File: config.mk
export PLATFORM = sky130hd
export DESIGN_NAME = duty_scan_scheduler
export DESIGN_NICKNAME = d
export VERILOG_FILES = /design/src/rtl/duty_scan_pkg.sv /design/src/rtl/duty_window_counter.sv /design/src/rtl/duty_scan_scheduler.sv
export SDC_FILE = /design/constraint.sdc
export NUM_CORES = 1
export LEC_CHECK = 0
export ABC_AREA = 1
export CAP_MARGIN = 20
export CORE_ASPECT_RATIO = 0.7
export CORE_MARGIN = 1.5
export CORE_UTILIZATION = 60
export DETAILED_ROUTE_END_ITERATION = 10
export DONT_BUFFER_PORTS = 1
export GPL_ROUTABILITY_DRIVEN = 0
export HOLD_SLACK_MARGIN = 0.08
export PLACE_DENSITY = 0.8
export SLEW_MARGIN = 5
export SYNTH_ARGS = -nofsm -noshare
export SYNTH_HDL_FRONTEND = slang
export SYNTH_HIERARCHICAL = 1
export SYNTH_SLANG_ARGS = --single-unit
File: constraint.sdc
create_clock -name clk -period 2.6 [get_ports clk]
set_input_delay 0.26 -clock clk [delete_from_list [all_inputs] [get_ports clk]]
set_output_delay 0.26 -clock clk [all_outputs]
set_load 0.02 [all_outputs]
File: src/rtl/duty_scan_pkg.sv
// Shared definitions for the duty-cycle scan scheduler: FSM state encoding,
// settle length and a constant-width helper.
package duty_scan_pkg;

  // State encoding kept as plain constants so older tools and netlists can
  // match the numeric codes.
  typedef logic [2:0] state_t;

  localparam state_t ST_IDLE    = 3'd0;
  localparam state_t ST_SELECT  = 3'd1;
  localparam state_t ST_SETTLE  = 3'd2;
  localparam state_t ST_MEASURE = 3'd3;
  localparam state_t ST_STORE   = 3'd4;
  localparam state_t ST_DONE    = 3'd5;

  // Synchronizer fill time whose output is discarded before measuring.
  localparam int SETTLE_CYCLES = 2;

  // Bits needed to index 'value' items, never less than one.
  function automatic int clog2(input int value);
    int w;
    w = 1;
    while ((1 << w) < value) w++;
    return w;
  endfunction

endpackage

File: src/rtl/duty_window_counter.sv
// Two-flop synchronizer plus a window down-counter and a high-cycle counter
// for one selected ring-oscillator input.
module duty_window_counter
  import duty_scan_pkg::*;
#(
  parameter int VAL_W = 17
) (
  input  logic             clk,
  input  logic             reset,
  input  logic             clear,
  input  logic             run,
  input  logic [VAL_W-1:0] win_len,
  input  logic             sig,
  output logic             win_done,
  output logic [VAL_W-1:0] count
);

  logic [1:0]       sync_q, sync_d;
  logic [VAL_W-1:0] rem_q, rem_d;
  logic [VAL_W-1:0] count_q, count_d;

  // Next-state for synchronizer, remaining window and high count.
  always_comb begin
    // NOTE: every output of this block gets a default first so no latch is inferred.
    sync_d  = clear ? 2'b00 : {sync_q[0], sig};
    rem_d   = rem_q;
    count_d = count_q;
    if (clear) begin
      // A zero-length window still measures one cycle.
      rem_d   = (win_len == '0) ? '0 : win_len - VAL_W'(1);
      count_d = '0;
    end else if (run) begin
      if (sync_q[1]) count_d = count_q + VAL_W'(1);
      if (rem_q != '0) rem_d = rem_q - VAL_W'(1);
    end
  end

  // Register update with synchronous reset.
  always_ff @(posedge clk) begin
    // NOTE: sequential state uses non-blocking assignments so all flops update together.
    if (reset) begin
      sync_q  <= '0;
      rem_q   <= '0;
      count_q <= '0;
    end else begin
      sync_q  <= sync_d;
      rem_q   <= rem_d;
      count_q <= count_d;
    end
  end

  assign win_done = run && (rem_q == '0);
  assign count    = count_q;

endmodule

File: src/rtl/duty_scan_scheduler.sv
// Scans enabled ring-oscillator channels one at a time, measuring how many
// clock cycles each synchronized input is high within a window, and stores
// the results in a per-channel file.
// Optional: define DUTY_SCAN_CONTINUOUS_EN to let start held in DONE begin a
// new scan immediately instead of returning to IDLE.
module duty_scan_scheduler
  import duty_scan_pkg::*;
#(
  parameter int N_CH  = 4,
  parameter int VAL_W = 17,
  localparam int CH_W = clog2(N_CH)
) (
  input  logic             clk,
  input  logic             reset,
  input  logic             start,
  input  logic [N_CH-1:0]  ch_mask,
  input  logic [VAL_W-1:0] window_len,
  input  logic [N_CH-1:0]  ring_in,
  output logic             busy,
  output logic             done,
  output logic             res_valid,
  output logic [CH_W-1:0]  res_ch,
  output logic [VAL_W-1:0] res_value,
  input  logic [CH_W-1:0]  rd_ch,
  output logic [VAL_W-1:0] rd_value
);

  state_t           state_q, state_d;
  logic [N_CH-1:0]  mask_q, mask_d;
  logic [N_CH-1:0]  visited_q, visited_d;
  logic [VAL_W-1:0] wlen_q, wlen_d;
  logic [CH_W-1:0]  ch_q, ch_d;
  logic [1:0]       settle_q, settle_d;
  logic [VAL_W-1:0] file_q [N_CH];
  logic [VAL_W-1:0] file_d [N_CH];

  logic             found;
  logic [CH_W-1:0]  next_ch;
  logic [N_CH-1:0]  pending;
  logic             cnt_clear, cnt_run, win_done;
  logic [VAL_W-1:0] count;

  duty_window_counter #(.VAL_W(VAL_W)) u_counter (
    .clk      (clk),
    .reset    (reset),
    .clear    (cnt_clear),
    .run      (cnt_run),
    .win_len  (wlen_q),
    .sig      (ring_in[ch_q]),
    .win_done (win_done),
    .count    (count)
  );

  // Lowest-index enabled channel not yet measured in this scan.
  always_comb begin
    pending = mask_q & ~visited_q;
    found   = 1'b0;
    next_ch = '0;
    for (int i = N_CH - 1; i >= 0; i--) begin
      if (pending[i]) begin
        found   = 1'b1;
        next_ch = CH_W'(i);
      end
    end
  end

  // Scan sequencing: select, settle, measure, store, repeat until done.
  always_comb begin
    state_d   = state_q;
    mask_d    = mask_q;
    visited_d = visited_q;
    wlen_d    = wlen_q;
    ch_d      = ch_q;
    settle_d  = settle_q;
    file_d    = file_q;
    cnt_clear = 1'b0;
    cnt_run   = 1'b0;
    case (state_q)
      ST_IDLE: begin
        if (start) begin
          mask_d    = ch_mask;
          wlen_d    = window_len;
          visited_d = '0;
          state_d   = ST_SELECT;
        end
      end
      ST_SELECT: begin
        cnt_clear = 1'b1;
        if (found) begin
          ch_d     = next_ch;
          settle_d = '0;
          state_d  = ST_SETTLE;
        end else begin
          state_d = ST_DONE;
        end
      end
      ST_SETTLE: begin
        if (settle_q == 2'(SETTLE_CYCLES - 1)) state_d = ST_MEASURE;
        else settle_d = settle_q + 2'd1;
      end
      ST_MEASURE: begin
        cnt_run = 1'b1;
        if (win_done) state_d = ST_STORE;
      end
      ST_STORE: begin
        file_d[ch_q]    = count;
        visited_d[ch_q] = 1'b1;
        state_d         = ST_SELECT;
      end
      ST_DONE: begin
`ifdef DUTY_SCAN_CONTINUOUS_EN
        if (start) begin
          mask_d    = ch_mask;
          wlen_d    = window_len;
          visited_d = '0;
          state_d   = ST_SELECT;
        end else begin
          state_d = ST_IDLE;
        end
`else
        state_d = ST_IDLE;
`endif
      end
      default: state_d = ST_IDLE;
    endcase
  end

  // Control and result-file registers; reset overrides any state.
  always_ff @(posedge clk) begin
    if (reset) begin
      state_q   <= ST_IDLE;
      mask_q    <= '0;
      visited_q <= '0;
      wlen_q    <= '0;
      ch_q      <= '0;
      settle_q  <= '0;
      // NOTE: the result file is small flop storage and must read back 0 after reset, so it is reset.
      for (int i = 0; i < N_CH; i++) file_q[i] <= '0;
    end else begin
      state_q   <= state_d;
      mask_q    <= mask_d;
      visited_q <= visited_d;
      wlen_q    <= wlen_d;
      ch_q      <= ch_d;
      settle_q  <= settle_d;
      for (int i = 0; i < N_CH; i++) file_q[i] <= file_d[i];
    end
  end

  // Outputs are forced quiet while reset is asserted, before the state flops clear.
  assign busy      = !reset && (state_q != ST_IDLE) && (state_q != ST_DONE);
  assign done      = !reset && (state_q == ST_DONE);
  assign res_valid = !reset && (state_q == ST_STORE);
  assign res_ch    = res_valid ? ch_q : '0;
  assign res_value = res_valid ? count : '0;
  assign rd_value  = reset ? '0 : file_q[rd_ch];

endmodule

==> impl_metrics.tcl, run 1 <==
set metrics [dict create \
    status "completed" \
    cp-end-kind "output pin" \
    p_sw_uw 3550 \
    pwr-share-comb_pct 38.9 \
    ir_drop_v 0.000741 \
    routed_wl_um 19100 \
    timing_hold_violations_final 0 \
    yosysWarnings 6 \
    crit_path_max_incr_delay_ns 0.39 \
    antenna_cells 0 \
    drive_gt1_share_pct 6.00 \
    clock_path_buffers 2 \
    via_per_inst 5.67 \
    grt_pass1_wl_um 31600 \
    num-fill-cells 956 \
    cp_slowest_cell "nor2_1" \
    post-dp-hpwl_um 12200 \
    die-width_um 133 \
    min_period_ns 2.37 \
    post-place-cells 1175 \
    final_cells 1237 \
    clkPwrFrac_pct 30.7 \
    cp-start-kind "flip-flop" \
    netlist_instances 1064 \
    grt_setup_unrepaired "no" \
    rows 32 \
    tritoncts "yes" \
    synthesis.nets 1100 \
    min_path_type "in2reg" \
    numCtsBuffers 17 \
    critPathTopFamily "simple AND/OR/NAND/NOR gates" \
    port_buffers 0 \
    clk_pin_slew_ns 0.06 \
    arrival_ns 2.11 \
    post-cts-setup-buffer-count 0 \
    die_h_um 93.9 \
    die_area_mm2 0.0125 \
    gr-total-overflow 0 \
    critPathBufInv 3 \
    initial_core_util_pct 63.0 \
    yosys.cell_types.count 38 \
    syn_area_per_cell_um2 6.66 \
    firstDrtPassIters 6 \
    synth_seq_cells 136 \
    max_slew.worst_pin.slew_ns 1.03 \
    track_usage_pct 31.8 \
    core_area_mm2 0.0113 \
    drt_iter0_markers 731 \
    grt_max_degree 70 \
    synth_area_mm2 0.00708 \
    drc 0 \
    path_class "reg2out" \
    clk_latency_ns 0.42 \
    slew_viol_final 0 \
    finalCritPeriodShare_pct 91.3 \
    fin_nets 1107 \
    post_drt_wl_per_cell_um 15.5 \
    ys_seq_area_share_pct 38.4 \
    fmax_mhz 421 \
    p_per_area_mw_per_mm2 1110 \
    io_pins 69 \
    synth_edf_count 0 \
    fin_worst_skew_ns 0.00881 \
    synthArstFlopShare_pct 0 \
    power.leakage_uw 0.00339 \
    antenna_found_initial 0 \
    multi_input_area_mm2 0.00358 \
    cts_sinks 136 \
    crit_required_ns 2.34 \
    synth_top_cell_by_area "dfxtp_1" \
    pwr-share-seq_pct 30.3 \
    intPower_uw 5390 \
    synth_flop_cell "dfxtp_1" \
    synth_area_leaders "dfxtp_1 38%, a21oi_1 10%, nand2_1 9.8%, inv_1 7.2%, nor2_1 6.9%" \
    htree_levels 4 \
    cts_root_buf "clkbuf_16" \
    slew-limit-headroom_pct 31.1 \
    area_growth_pct 13.8 \
    setup_viol 0 \
    path_cells "nor2_2, inv_2, nor2_4, inv_4, nor2_4, inv_2, nor2_1" \
    synth_top_area_share_pct 38.4 \
    seqCellArea_mm2 0.00272 \
    ant_nets 0 \
    fin_setup_tns_ns 0 \
    cap_violations 0 \
    path_max_fanout 19 \
    vias 7019 \
    grt_pass1_vias 6313 \
    swShare_pct 39.7 \
]
==> layer usage <==
layer | wire, um | track usage [%] | share of wire (%)
met1 | 9410 | 47.8 | 49
met2 | 7840 | 46.1 | 41
met3 | 1590 | 5.66 | 8.3
met4 | 291 | 9.62 | 1.5
met5 | 0 | 0 | 0
==> cells by family after synthesis <==
| group | after synthesis | synth area share [%] |
|---|---|---|
| AND/OR/NAND/NOR | 442 | 27.6 |
| AO/OA/AOI/OAI | 279 | 20.5 |
| buffers and inverters | 190 | 11.0 |
| flip-flops | 136 | 38.4 |
| XOR/XNOR | 11 | 1.36 |
| adder cells (fa/ha/maj) | 6 | 1.06 |
==> worst paths after layout <==
path                             startpoint                              to  slack (ns)  cells after the start
min reg2reg  u_counter/sync_q[0]$_SDFF_PP0_  u_counter/sync_q[1]$_SDFF_PP0_        0.40                      2
max reg2reg         state_q[1]$_SDFFE_PP0P_          wlen_q[1]$_SDFFE_PP0P_        0.26                      7
max                 state_q[1]$_SDFFE_PP0P_                   res_value[13]        0.23                      7
min                                   reset        settle_q[0]$_SDFFE_PP0P_        0.11                      3
==> cells in the final DEF (no fill, tap or decap), drive strengths merged <==
cell type    instances
nor4                 2
nand4               11
clkbuf              21
nand3               77
nor2               141
clkinv               6
and2                 2
bufinv               6
dfxtp              136
a22oi                1
nor3b                1
buf                  7
a21oi              142
o21bai               2
a211oi               1
ha                   6
or2                  1
dlygate4sd3         30
o21ai              115
nand2              191
a31oi                1
nand3b               1
xnor2                3
inv                140
xor2                 8
nor3                15
o211ai              17
==> stage by stage <==
step / utilization (%) / area (um^2) / hold WS [ns] / setup slack [ns] / power, uW
2_1_floorplan: - / 7080 / 0.394 / 0.840 / 5330
3_3_place_gp: 63.0 / 7090 / 0.333 / 0.589 / 5910
3_5_place_dp: 63.0 / 7090 / 0.335 / 0.536 / 5980
4_1_cts: 71.6 / 8060 / 0.0955 / 0.0460 / 8840
5_1_grt: 71.6 / 8060 / 0.123 / 0.0708 / 9600
6_report: 71.6 / 8060 / 0.113 / 0.226 / 8930
==> flip-flops by register name, summed over array words and instances, names as in the netlist <==
register	cells
u_counter/count	17
u_counter/rem_q	17
mask_q	4
visited_q	4
u_counter/sync_q	2
wlen_q	17
settle_q	2
ch_q	2
file_q	68
state_q	3
==> area by class of cell <==
class / instances / share of cell area [%]
clock buffers: 21 / 5.59
multi-input cells: 738 / 44.5
flip-flops and latches: 136 / 33.8
inverters: 141 / 6.66
well taps: 153 / 2.38
clock inverters: 11 / 2.73
repair buffers: 37 / 4.38
==> power groups by stage <==
stage	Sequential, uW	Clock [uW]	Combinational, uW
6_report	2710	2750	3480
5_1_grt	2750	2870	3980
4_1_cts	2690	2760	3390
3_5_place_dp	2730	0	3250
3_3_place_gp	2720	0	3190
2_1_floorplan	2640	0	2690
==> cells in the mapped netlist (all sizes together) (3+ instances only) <==
cell type / instances
buf: 16
nor3: 15
a21oi: 142
xor2: 8
nor2: 141
nand3: 77
o21ai: 115
nand4: 11
inv: 140
o211ai: 17
clkbuf: 33
xnor2: 3
nand2: 191
ha: 6
dfxtp: 136
==> timing repair <==
| action | CTS | global route |
|---|---|---|
| hold buffers | 30 | 0 |
| endpoints found under the hold margin | 24 | 0 |
| gates resized for setup | 0 | 1 |
| endpoints found under the setup margin | 0 | 1 |
==> worst reg2reg max path, stage by stage (launching register included) <==
cell	delay [ns]
dfxtp_1	0.36
nor2_2	0.19
inv_2	0.08
nor2_2	0.36
nand2_2	0.41
nand2_1	0.17
a21oi_1	0.07
dlygate4sd3_1	0.60
No activity file was read; power rests on OpenSTA's default activity.
==> run 2: changes to the inputs <==
CORE_MARGIN = default   (was 1.5)
==> run 2 against run 1 <==
  * Sequential cell count did not move
  * Largest cell class unchanged
  * Utilization fell by 0.34 points
  * Cell area fell by 0.48%
  * Critical endpoint is now res_value[3]
  * Highest routed layer unchanged
  * Via count rose by 0.19%
==> impl_metrics.tcl, run 2 (synthesis results as in run 1) <==
set metrics [dict create \
    regMostFlops "file_q" \
    drive_gt1_share_pct 5.87 \
    die_h_um 92.9 \
    cap_violations 0 \
    drt_iter0_markers 788 \
    post_drt_wl_per_cell_um 15.4 \
    power.leakage_uw 0.00333 \
    cp-start-kind "flip-flop" \
    status "completed" \
    grt_setup_unrepaired "no" \
    multi_input_area_mm2 0.00358 \
    crit_path_max_incr_delay_ns 0.45 \
    layout_common_cells "183 x nand2_1, 142 x a21oi_1, 136 x dfxtp_1" \
    slew_viol_final 0 \
    track_usage_pct 32.7 \
    largest_reg_flops 68 \
    ant_nets 0 \
    fin_worst_skew_ns 0.0122 \
    die_area_mm2 0.0123 \
    drc 0 \
    setup_viol 0 \
    grt_pass1_wl_um 31600 \
    cts_sinks 136 \
    clock_path_buffers 2 \
    antenna_cells 0 \
    critPathTopFamily "simple AND/OR/NAND/NOR gates" \
    fin_setup_tns_ns 0 \
    via_per_inst 5.66 \
    min_path_type "in2reg" \
    p_per_area_mw_per_mm2 1060 \
    cp_slowest_cell "nor2_1" \
    routed_wl_um 19100 \
    vias 7032 \
    finalPower_uw 8480 \
    num-fill-cells 952 \
    clk_latency_ns 0.42 \
    cp-end-kind "output pin" \
    die-width_um 132 \
    max_slew.worst_pin.slew_ns 1.09 \
    final_common_cell "nand2_1" \
    seqCellArea_mm2 0.00272 \
    post-dp-hpwl_um 12100 \
    tritoncts "yes" \
    area_growth_pct 13.2 \
    io_pins 69 \
    rows 32 \
    path_max_fanout 19 \
    crit_required_ns 2.34 \
    firstDrtPassIters 6 \
    fmax_mhz 415 \
    grt_max_degree 72 \
    path_cells "nor2_2, inv_2, nor2_4, inv_4, nor2_4, inv_2, nor2_1" \
    ir_drop_v 0.000559 \
    path_class "reg2out" \
    min_period_ns 2.41 \
    gr-total-overflow 0 \
    timing_hold_violations_final 0 \
    slew-limit-headroom_pct 27.0 \
    port_buffers 0 \
    grt_pass1_vias 6351 \
    clk_pin_slew_ns 0.06 \
    initial_core_util_pct 63.0 \
    fin_nets 1114 \
    finalCritPeriodShare_pct 92.7 \
    arrival_ns 2.15 \
    critPathBufInv 3 \
    core_area_mm2 0.0113 \
    numCtsBuffers 17 \
    cts_root_buf "clkbuf_16" \
    htree_levels 4 \
    antenna_found_initial 0 \
]
## run 2: cell types whose count changed in the layout (fill, tap and decap cells not counted), sizes merged
cell / before / now
dlygate4sd3: 30 / 39
bufinv: 6 / 1
clkinvlp: 0 / 5
buf: 7 / 5
clkbuf: 21 / 20
clkinv: 6 / 5
inv: 140 / 141
## run 2: where the power goes
group,switching [uW],internal [uW],total [uW]
logic,2340,1160,3500
registers,300,2410,2710
clock network,917,1360,2270
total,3560,4920,8480
## run 2: metal layers
metal  vias up  routed length (um)  GRT usage, %
met2       296                7790          46.6
met5         -                   0             0
met4         0                 306          12.3
met1      3210                9400          48.4
li1       3501                   -             -
met3        25                1590          6.13
## run 2: stage by stage
step	setup slack, ns	util [%]	area [um^2]	hold WS, ns	cells
6_report	0.189	71.3	8020	0.127	1243
5_1_grt	0.0828	71.3	8020	0.163	1243
4_1_cts	0.142	71.3	8020	0.123	1243
3_5_place_dp	0.435	62.8	7070	0.335	1173
3_3_place_gp	0.528	62.8	7070	0.332	1173
2_1_floorplan	0.840	-	7080	0.394	1064
## run 2: layout make-up
type	instances	area share (%)
tap	153	2.39
timing repair buffer	44	5.34
clock inverter	11	1.25
multi-input combinational	738	44.7
sequential	136	33.9
inverter	141	6.69
clock buffer	20	5.69
## run 2: worst reg2reg max path, delay by kind of cell (launching register included)
kind / cells / cell delay [ns]
flip-flops: 1 / 0.35
AND/OR/NAND/NOR: 4 / 1.09
buffers and inverters: 2 / 0.67
AO/OA/AOI/OAI: 1 / 0.07
## run 2: path summary, 6_finish.rpt
| kind | cells past startpoint | to | from | slack (ns) |
|---|---|---|---|---|
| max | 7 | res_value[3] | state_q[1]$_SDFFE_PP0P_ | 0.19 |
| min | 4 | u_counter/sync_q[0]$_SDFF_PP0_ | ring_in[3] | 0.13 |
| max reg2reg | 7 | wlen_q[11]$_SDFFE_PP0P_ | state_q[1]$_SDFFE_PP0P_ | 0.31 |
| min reg2reg | 2 | u_counter/sync_q[1]$_SDFF_PP0_ | u_counter/sync_q[0]$_SDFF_PP0_ | 0.41 |
## run 2: what timing repair did
item / CTS / global route
buffers inserted: 0 / 0
gates resized for setup: 0 / 1
hold buffers: 39 / 0
hold endpoints to repair: 26 / 0
endpoints found under the setup margin: 0 / 1
==> run 3: changes to the inputs <==
--- a/config.mk
+++ b/config.mk
@@ -10,2 +10,3 @@
 export CORE_ASPECT_RATIO = 0.7
+export CORE_MARGIN = 3
 export CORE_UTILIZATION = 60
--- a/constraint.sdc
+++ b/constraint.sdc
@@ -3,2 +3,2 @@
 set_output_delay 0.26 -clock clk [all_outputs]
-set_load 0.02 [all_outputs]
+set_load 0.1 [all_outputs]
==> run 3 against run 2 <==
  * Combinational power grew 9.7%
  * Utilization grew 6.8 points
  * Cell count grew 3.4%
  * Largest cell class unchanged
  * Clock skew shrank 0.0048 ns
  * Critical path depth is the same
  * Sequential cell count is the same
  * Highest routed layer unchanged
  * Cell area grew 9.5%
==> impl_metrics.tcl, run 3 (synthesis results as in run 1) <==
set metrics [dict create \
    fin_worst_skew_ns 0.00737 \
    cap_violations 0 \
    initial_core_util_pct 63.0 \
    fmax_mhz 397 \
    crit_required_ns 2.90 \
    post_drt_wl_per_cell_um 16.5 \
    status "completed" \
    min_path_type "in2reg" \
    io_pins 69 \
    layout_setup_ws_ns 0.0783 \
    cts_sinks 136 \
    die-width_um 136 \
    reg2reg_from "state_q[1]$_SDFFE_PP0P_" \
    antenna_found_initial 0 \
    cts_root_buf "clkbuf_16" \
    setup_viol 0 \
    cp-end-kind "flip-flop" \
    finalCritPeriodShare_pct 97.0 \
    via_per_inst 5.77 \
    rows 32 \
    min_period_ns 2.52 \
    tritoncts "yes" \
    grt_max_degree 66 \
    htree_levels 4 \
    fin_nets 1155 \
    track_usage_pct 32.0 \
    reg2regPathDepth 7 \
    routed_wl_um 21100 \
    drt_iter0_markers 1019 \
    clk_pin_slew_ns 0.06 \
    p_per_area_mw_per_mm2 1040 \
    r2r_slack_ns 0.08 \
    grt_pass1_wl_um 34100 \
    grt_setup_unrepaired "no" \
    cp-start-kind "flip-flop" \
    core_area_mm2 0.0113 \
    grt_pass1_vias 6919 \
    drc 0 \
    die_area_mm2 0.0132 \
    timing_hold_violations_final 0 \
    ant_nets 0 \
    post-dp-hpwl_um 13000 \
    hold_depth 4 \
    area_growth_pct 24.0 \
    dp_slack_ns 0.541 \
    path_max_fanout 22 \
    timing.rr.end "wlen_q[9]$_SDFFE_PP0P_" \
    slew-limit-headroom_pct 32.2 \
    vias 7420 \
    firstDrtPassIters 6 \
    slew_viol_final 0 \
    ir_drop_v 0.000754 \
    port_buffers 0 \
    numCtsBuffers 17 \
    max_slew.worst_pin.slew_ns 1.01 \
    min_to "state_q[1]$_SDFFE_PP0P_" \
    layout_common_cells "184 x nand2_1, 136 x dfxtp_1, 135 x inv_1" \
    largest_reg_flops 68 \
    regMostFlops "file_q" \
    fin_setup_tns_ns 0 \
    antenna_cells 0 \
    gr-total-overflow 0 \
    path_class "reg2reg" \
    post_cts_resized 0 \
    arrival_ns 2.82 \
    final_util_pct 78.1 \
    die_h_um 96.9 \
    post-cts-setup-buffer-count 0 \
    power.leakage_uw 0.00365 \
    final_common_cell "nand2_1" \
    worstHoldStart "start" \
    clk_latency_ns 0.42 \
    clock_path_buffers 2 \
    drive_gt1_share_pct 12.5 \
]
-- run 3: cell count changes in the layout (fill, tap and decap cells not counted), moves of 2 or more --
cell	delta
bufinv_16	+3
clkinv_4	+2
a21oi_2	+17
buf_4	+21
nor2_2	+19
a21oi_1	-17
inv_6	+2
clkinv_2	-2
clkinvlp_4	-3
nor2_1	-19
buf_12	+19
-- run 3: worst max-delay path: stages, from the launching register on --
cell and delay (ns):
dfxtp_1 0.38, nor2_2 0.20, inv_2 0.08, nor2_2 0.20, nand2_1 0.57, nand2_1 0.24, a21oi_1 0.10, dlygate4sd3_1 0.63
-- run 3: power by group --
part | internal (uW) | total [uW] | switching [uW] | leakage [uW]
sequential | 2410 | 2720 | 315 | 0.00110
clock | 1640 | 2600 | 960 | 0.000305
combinational | 1220 | 3840 | 2630 | 0.00224
total | 5270 | 9170 | 3900 | 0.00365
-- run 3: layer usage --
| layer | share of wire (%) | GRT usage [%] |
|---|---|---|
| met1 | 44 | 45.6 |
| met2 | 43 | 47.1 |
| met3 | 11 | 8.42 |
| met4 | 1.5 | 10.5 |
| met5 | 0 | 0 |
-- run 3: layout make-up --
| type | count | area, um^2 |
|---|---|---|
| clock buffer | 19 | 443 |
| clock inverter | 13 | 193 |
| fill | 804 | 2470 |
| inverter | 141 | 537 |
| multi-input combinational | 738 | 3720 |
| sequential | 136 | 2720 |
| tap | 153 | 191 |
| timing repair buffer | 85 | 976 |
-- run 3: metrics by stage --
stage / area [um^2] / hold slack (ns) / std cells / total power, uW
after floorplan: 7160 / 0.394 / 1064 / 5510
after global placement: 7750 / 0.334 / 1213 / 6150
after detailed placement: 7750 / 0.335 / 1213 / 6210
after CTS: 8780 / 0.164 / 1285 / 8970
after global routing: 8780 / 0.204 / 1285 / 9730
final: 8780 / 0.179 / 1285 / 9170
-- run 3: how the worst max path moves through the flow --
stage,from,end,slack [ns],depth (start not counted)
CTS,state_q[1]$_SDFFE_PP0P_,res_value[9],0.24,8
floorplan,state_q[1]$_SDFFE_PP0P_,res_value[10],-0.57,8
global placement,state_q[2]$_SDFFE_PP0P_,u_counter/rem_q[12]$_SDFFE_PP0P_,0.64,9
finish,state_q[1]$_SDFFE_PP0P_,wlen_q[9]$_SDFFE_PP0P_,0.08,7
global route,state_q[1]$_SDFFE_PP0P_,wlen_q[9]$_SDFFE_PP0P_,0.03,7
detailed placement,state_q[2]$_SDFFE_PP0P_,u_counter/rem_q[11]$_SDFFE_PP0P_,0.54,9
-- run 3: repair_timing --
item                                    in CTS  in global routing
hold buffers                                40                  0
endpoints found under the hold margin       24                  0
endpoints found under the setup margin       0                  0
